<file path="src/rtl/mem_row_streamer.sv">
// mem_row_streamer: read-side sequencer for the single-ported row memory.
// It issues `count` consecutive reads starting at `base` and wrapping modulo
// DEPTH. Words returned by the memory are queued in a 2-entry buffer and
// presented as a valid/ready stream, with the final word of a run marked by
// out_last.
`timescale 1ns/1ps
module mem_row_streamer #(
  parameter int WIDTH = 8,
  parameter int DEPTH = 64,
  localparam int AW = $clog2(DEPTH)
) (
  input  logic             clock,
  input  logic             reset,
  input  logic             start,
  input  logic [AW-1:0]    base,
  input  logic [AW:0]      count,
  output logic             busy,
  output logic             done,
  output logic [AW-1:0]    rdaddress,
  output logic             rden,
  input  logic [WIDTH-1:0] q,
  output logic [WIDTH-1:0] out_data,
  output logic             out_valid,
  input  logic             out_ready,
  output logic             out_last
);

  typedef enum logic [1:0] {IDLE, READ, DRAIN, FIN} state_t;

  localparam logic [AW-1:0] LAST_ADDR = AW'(DEPTH - 1);
  localparam logic [AW:0]   CNT_ONE   = (AW+1)'(1);

  state_t           state_reg;
  logic [AW-1:0]    addr_reg;
  logic [AW:0]      remaining_reg;  // reads still to be issued
  logic [AW:0]      pending_reg;    // words not yet accepted by the consumer
  logic             busy_reg;
  logic             done_reg;
  logic             inflight_reg;   // a read was issued last cycle; q is valid now
  logic [1:0]       entries_reg;
  logic             wr_ptr_reg;
  logic             rd_ptr_reg;
  logic [WIDTH-1:0] slot_reg [2];

  logic             pop;
  logic [2:0]       occupancy;
  logic [AW-1:0]    addr_next;

  // Stream side: head of the buffer, last flag from the acceptance counter.
  assign out_valid = (entries_reg != 2'd0);
  assign out_data  = slot_reg[rd_ptr_reg];
  assign out_last  = out_valid & (pending_reg == CNT_ONE);
  assign pop       = out_valid & out_ready;

  // Issue a read only if the word can be guaranteed a buffer slot: words held
  // plus the one in flight, less any leaving this cycle, must stay below 2.
  assign occupancy = {1'b0, entries_reg} + {2'b00, inflight_reg};
  assign rden      = (state_reg == READ) && (occupancy < (3'd2 + {2'b00, pop}));
  assign rdaddress = addr_reg;
  assign addr_next = (addr_reg == LAST_ADDR) ? '0 : addr_reg + AW'(1);

  assign busy = busy_reg;
  assign done = done_reg;

  // Run sequencer: latches the request, walks the address range, waits for the
  // last word to be accepted, then pulses done for one cycle.
  always_ff @(posedge clock) begin
    if (reset) begin
      state_reg     <= IDLE;
      addr_reg      <= '0;
      remaining_reg <= '0;
      pending_reg   <= '0;
      busy_reg      <= 1'b0;
      done_reg      <= 1'b0;
    end else begin
      if (pop) begin
        pending_reg <= pending_reg - CNT_ONE;
      end
      unique case (state_reg)
        IDLE: begin
          done_reg <= 1'b0;
          if (start) begin
            addr_reg      <= base;
            remaining_reg <= count;
            pending_reg   <= count;
            if (count == '0) begin
              state_reg <= FIN;
              done_reg  <= 1'b1;
            end else begin
              state_reg <= READ;
              busy_reg  <= 1'b1;
            end
          end
        end
        READ: begin
          if (rden) begin
            addr_reg      <= addr_next;
            remaining_reg <= remaining_reg - CNT_ONE;
            if (remaining_reg == CNT_ONE) begin
              state_reg <= DRAIN;
            end
          end
        end
        DRAIN: begin
          if (pop && (pending_reg == CNT_ONE)) begin
            state_reg <= FIN;
            busy_reg  <= 1'b0;
            done_reg  <= 1'b1;
          end
        end
        FIN: begin
          done_reg  <= 1'b0;
          state_reg <= IDLE;
        end
        default: begin
          state_reg <= IDLE;
          busy_reg  <= 1'b0;
          done_reg  <= 1'b0;
        end
      endcase
    end
  end

  // Buffer bookkeeping: capture whenever a read was in flight, release on pop.
  always_ff @(posedge clock) begin
    if (reset) begin
      inflight_reg <= 1'b0;
      entries_reg  <= 2'd0;
      wr_ptr_reg   <= 1'b0;
      rd_ptr_reg   <= 1'b0;
    end else begin
      inflight_reg <= rden;
      entries_reg  <= entries_reg + {1'b0, inflight_reg} - {1'b0, pop};
      if (inflight_reg) begin
        wr_ptr_reg <= ~wr_ptr_reg;
      end
      if (pop) begin
        rd_ptr_reg <= ~rd_ptr_reg;
      end
    end
  end

  genvar gi;
  generate
    for (gi = 0; gi < 2; gi++) begin : g_slot
      // Each slot loads q when it is the tail and the read data is arriving.
      always_ff @(posedge clock) begin
        if (reset) begin
          slot_reg[gi] <= '0;
        end else if (inflight_reg && (wr_ptr_reg == 1'(gi))) begin
          slot_reg[gi] <= q;
        end
      end
    end
  endgenerate

endmodule

</file>
<file path="config.mk">
export PLATFORM = sky130hd
export DESIGN_NAME = mem_row_streamer
export DESIGN_NICKNAME = d
export VERILOG_FILES = /design/src/rtl/mem_row_streamer.sv
export SDC_FILE = /design/constraint.sdc
export NUM_CORES = 1
export LEC_CHECK = 0
export ABC_AREA = 1
export CAP_MARGIN = 5
export CORE_MARGIN = 1.5
export CORE_UTILIZATION = 30
export DETAILED_ROUTE_END_ITERATION = 12
export HOLD_SLACK_MARGIN = 0.05
export PLACE_DENSITY = 0.5
export SYNTH_ARGS = -nofsm -noshare
export SYNTH_HDL_FRONTEND = slang
export SYNTH_SLANG_ARGS = --single-unit
</file>
<file path="constraint.sdc">
create_clock -name clock -period 2.51 [get_ports clock]
set_clock_uncertainty 0.05 [all_clocks]
set_input_delay 0.502 -clock clock [delete_from_list [all_inputs] [get_ports clock]]
set_output_delay 0.502 -clock clock [all_outputs]
set_load 0.05 [all_outputs]
</file>
==> summary.md <==
| Metric | Value |
|---|---|
| Outcome | finished, final reports clean |
| Metal2 WL | 2790 um |
| Largest net degree at the start of global routing | 25 |
| Iteration-0 DRC Markers | 61 |
| CP cell instances | ha_1, ha_1, nand2_2, nand2_2, nor2_1, buf_12 |
| PwrDens | 1220 mW/mm2 |
| Xor/xnor share of the synthesized area | 2.69% |
| Core area | 0.00830 mm2 |
| Crit path max-delay family | adder cells |
| Worst reg-to-reg setup slack | 0.77 ns |
| Max reg flops | 16 |
| WP data arrival | 1.66 ns |
| Commonest non-fill, non-tap cell in the layout | nand2_1 |
| Seq/Total Area, Yosys | 41.5% |
| Drt first pass iters | 4 |
| Top FF cell, synth | dfxtp_1 |
| Placed wire-length estimate | 4310 um |
| Hold path endpoint | rd_ptr_reg$_SDFFE_PP0P_ |
| Cell Area, Synth | 0.00260 mm2 |
| Diodes inserted | 0 |
| Die X | 96.1 um |
| Post-route DRC violation count | 0 |
| Complex-gate fraction of the synthesized area | 9.38% |
| Post-DP Area | 0.00316 mm2 |
| Largest cells by area after synthesis | dfxtp_1 (23%), edfxtp_1 (18%), nand2_1 (9.8%) |
| Total Power | 4040 uW |
| Design Area, Final | 0.00332 mm2 |
| Max frequency | 452 MHz |
| Count of pins over their slew limit | 0 |
| RR Endpoint | remaining_reg[2]$_SDFFE_PP0P_ |
| Filler cells | 857 |
| FF-to-FF path depth | 8 |
| Setup TNS | 0 ns |
| Final period util | 88.2% |
| Global-route wire length before repair | 9740 um |
| Seq cells post-synth | 46 |
| Starting density of the core | 31.4% |
| P&R area growth vs syn | 27.6% |
| Count of unique library cells instantiated by Yosys | 31 |
| Final Core Density | 40.0% |
| Grt ovf | 0 |
| Placer congestion estimate | 0.795 |
| Syn Area/Cell | 7.59 um2 |
| DR WL/cell | 11.8 um |
| RSZ-0062 raised after global routing | no |
| Final setup viols | 0 |
| Sink Count | 46 |
| Clk pin slew, worst setup/hold paths | 0.09 ns |
| CTS tree | built |
| Leakage | 0.00164 uW |
| Vias in the first global route | 2137 |
| Clock root buffer | clkbuf_8 |
| Top cell type's share of synthesized area | 23.1% |
| Max Used Layer | met4 |
| WL met1 | 2750 um |
| CP peak stage delay | 0.37 ns |
| Max-Cap Viols | 0 |
| CTS Buf Count | 5 |
| WS Path Type | register to output port |
| Initial antenna violation count | 0 |
| Most frequent cells in the layout | nand2_1 (68), nor2_1 (61), inv_1 (50), clkdlybuf4s50_1 (33), dfxtp_1 (30) |
| Placed Instances | 489 |
| CTS Hold Bufs | 0 |
| Hold crit path type | register to register |
| Clock latency on the worst-skew pair | 0.30 ns |
| Relative slew slack | 66.5% |
| DR WL met3 | 236 um |
| Largest family of logic cells by synthesized area | simple AND/OR/NAND/NOR gates |
| Worst Max-Slew Pin Slew | 0.502 ns |
| Cell depth of the worst hold path | 1 |
| Final Hold Vio Count | 0 |
| Synth warnings | 0 |
| Via count of the routed design | 2220 |
| FFs w/ async S/R, synth | 0% |
| Crit path time final | 2.21 ns |
| Height of the die | 96.1 um |
| Post-synthesis adder-cell area fraction | 6.25% |
| Slowest cell on the critical path | dfxtp_1 |
| Worst Path Max Fanout | 5 |
| VDD IR max | 538 uV |
| R2r startpoint | inflight_reg$_SDFF_PP0_ |
| Worst Hold Launch | rd_ptr_reg$_SDFFE_PP0P_ |
| CP endpoint kind | output port |
| FP Rows | 33 |
| Post-synthesis mux area share | 3.46% |
| Data required, critical path | 1.96 ns |
| EDFF count, synth | 16 |
| Post-Route WL | 5850 um |
| H-tree levels | 2 |
| Antenna viol nets, final | 0 |
| Post-synthesis cell count | 343 |
| Syn Nets | 381 |
| Non-Filler Instances | 497 |
| DR vias/cell | 4.47 |
| Startpoint types | register |
| Worst-case clock buffer depth | 2 |
| Simple-Gate Fraction of Synth Area | 27.0% |
| Final net count | 429 |
| Yosys top cell by area | dfxtp_1 |
| Crit path buf inv count | 1 |
| Ports | 44 |
| Layout cell share with drive strength beyond 1 | 9.44% |
| GRT Overall Usage | 13.9% |
| # port buffers | 43 |
| Die ar. | 0.00924 mm2 |
## cells in the mapped netlist, types with 2 or more instances
cell type	instances
dfxtp_1	30
a21oi_1	13
inv_1	50
nand3_1	11
xor2_1	7
o21ai_0	29
nand4_1	4
nor2_1	61
a31oi_1	2
or2_2	2
mux2_2	8
nand2_2	3
edfxtp_1	16
nor3_1	4
ha_1	13
nand2_1	68
buf_6	2
clkbuf_1	2
nand2_4	4
buf_2	3
## through the flow
| stage | worst slack [ns] | hold slack, ns |
|---|---|---|
| floorplan | 0.181 | 0.375 |
| global placement | 0.344 | 0.387 |
| detailed placement | 0.334 | 0.397 |
| CTS | 0.0111 | 0.415 |
| global route | 0.162 | 0.434 |
| finish | 0.296 | 0.412 |
## report_power, final
part	leakage (uW)	internal (uW)	switching [uW]
sequential	0.000414	1000	167
combinational	0.00116	791	1410
clock	0.0000683	399	270
total	0.00164	2190	1850
## routing by layer
metal | GRT usage (%) | vias up
met1 | 16.7 | 995
li1 | - | 1178
met5 | 0 | -
met3 | 3.00 | 4
met2 | 24.7 | 43
met4 | 4.04 | 0
## how the worst max path moves through the flow
stage                                         start     endpoint  slack, ns  cells after the start
after floorplan           entries_reg[1]$_SDFF_PP0_     out_last       0.18                      3
after global placement                    out_ready         rden       0.34                      6
after detailed placement                  out_ready         rden       0.33                      6
after CTS                                  register  out_data[7]       0.01                      2
after global routing        inflight_reg$_SDFF_PP0_         rden       0.16                      6
final                       inflight_reg$_SDFF_PP0_         rden       0.30                      6
## cells by family after synthesis
logic type,Yosys count
AO/OA/AOI/OAI,47
XOR/XNOR,8
multiplexers,8
adder cells (fa/ha/maj),13
flip-flops,46
AND/OR/NAND/NOR,161
buffers and inverters,60
## area by class of cell
cell class | count | area (um2) | area share [%]
timing repair buffer | 49 | 503 | 15.1
sequential | 46 | 1080 | 32.5
clock buffer | 5 | 68.8 | 2.07
inverter | 52 | 200 | 6.03
multi-input combinational | 237 | 1270 | 38.2
tap | 105 | 131 | 3.95
clock inverter | 3 | 68.8 | 2.07
## what timing repair did
| item | 4_1_cts | 5_1_grt |
|---|---|---|
| resized for setup | 0 | 8 |
| setup buffers | 0 | 0 |
| endpoints found under the setup margin | 0 | 8 |
(Power assumes the default switching activity.)
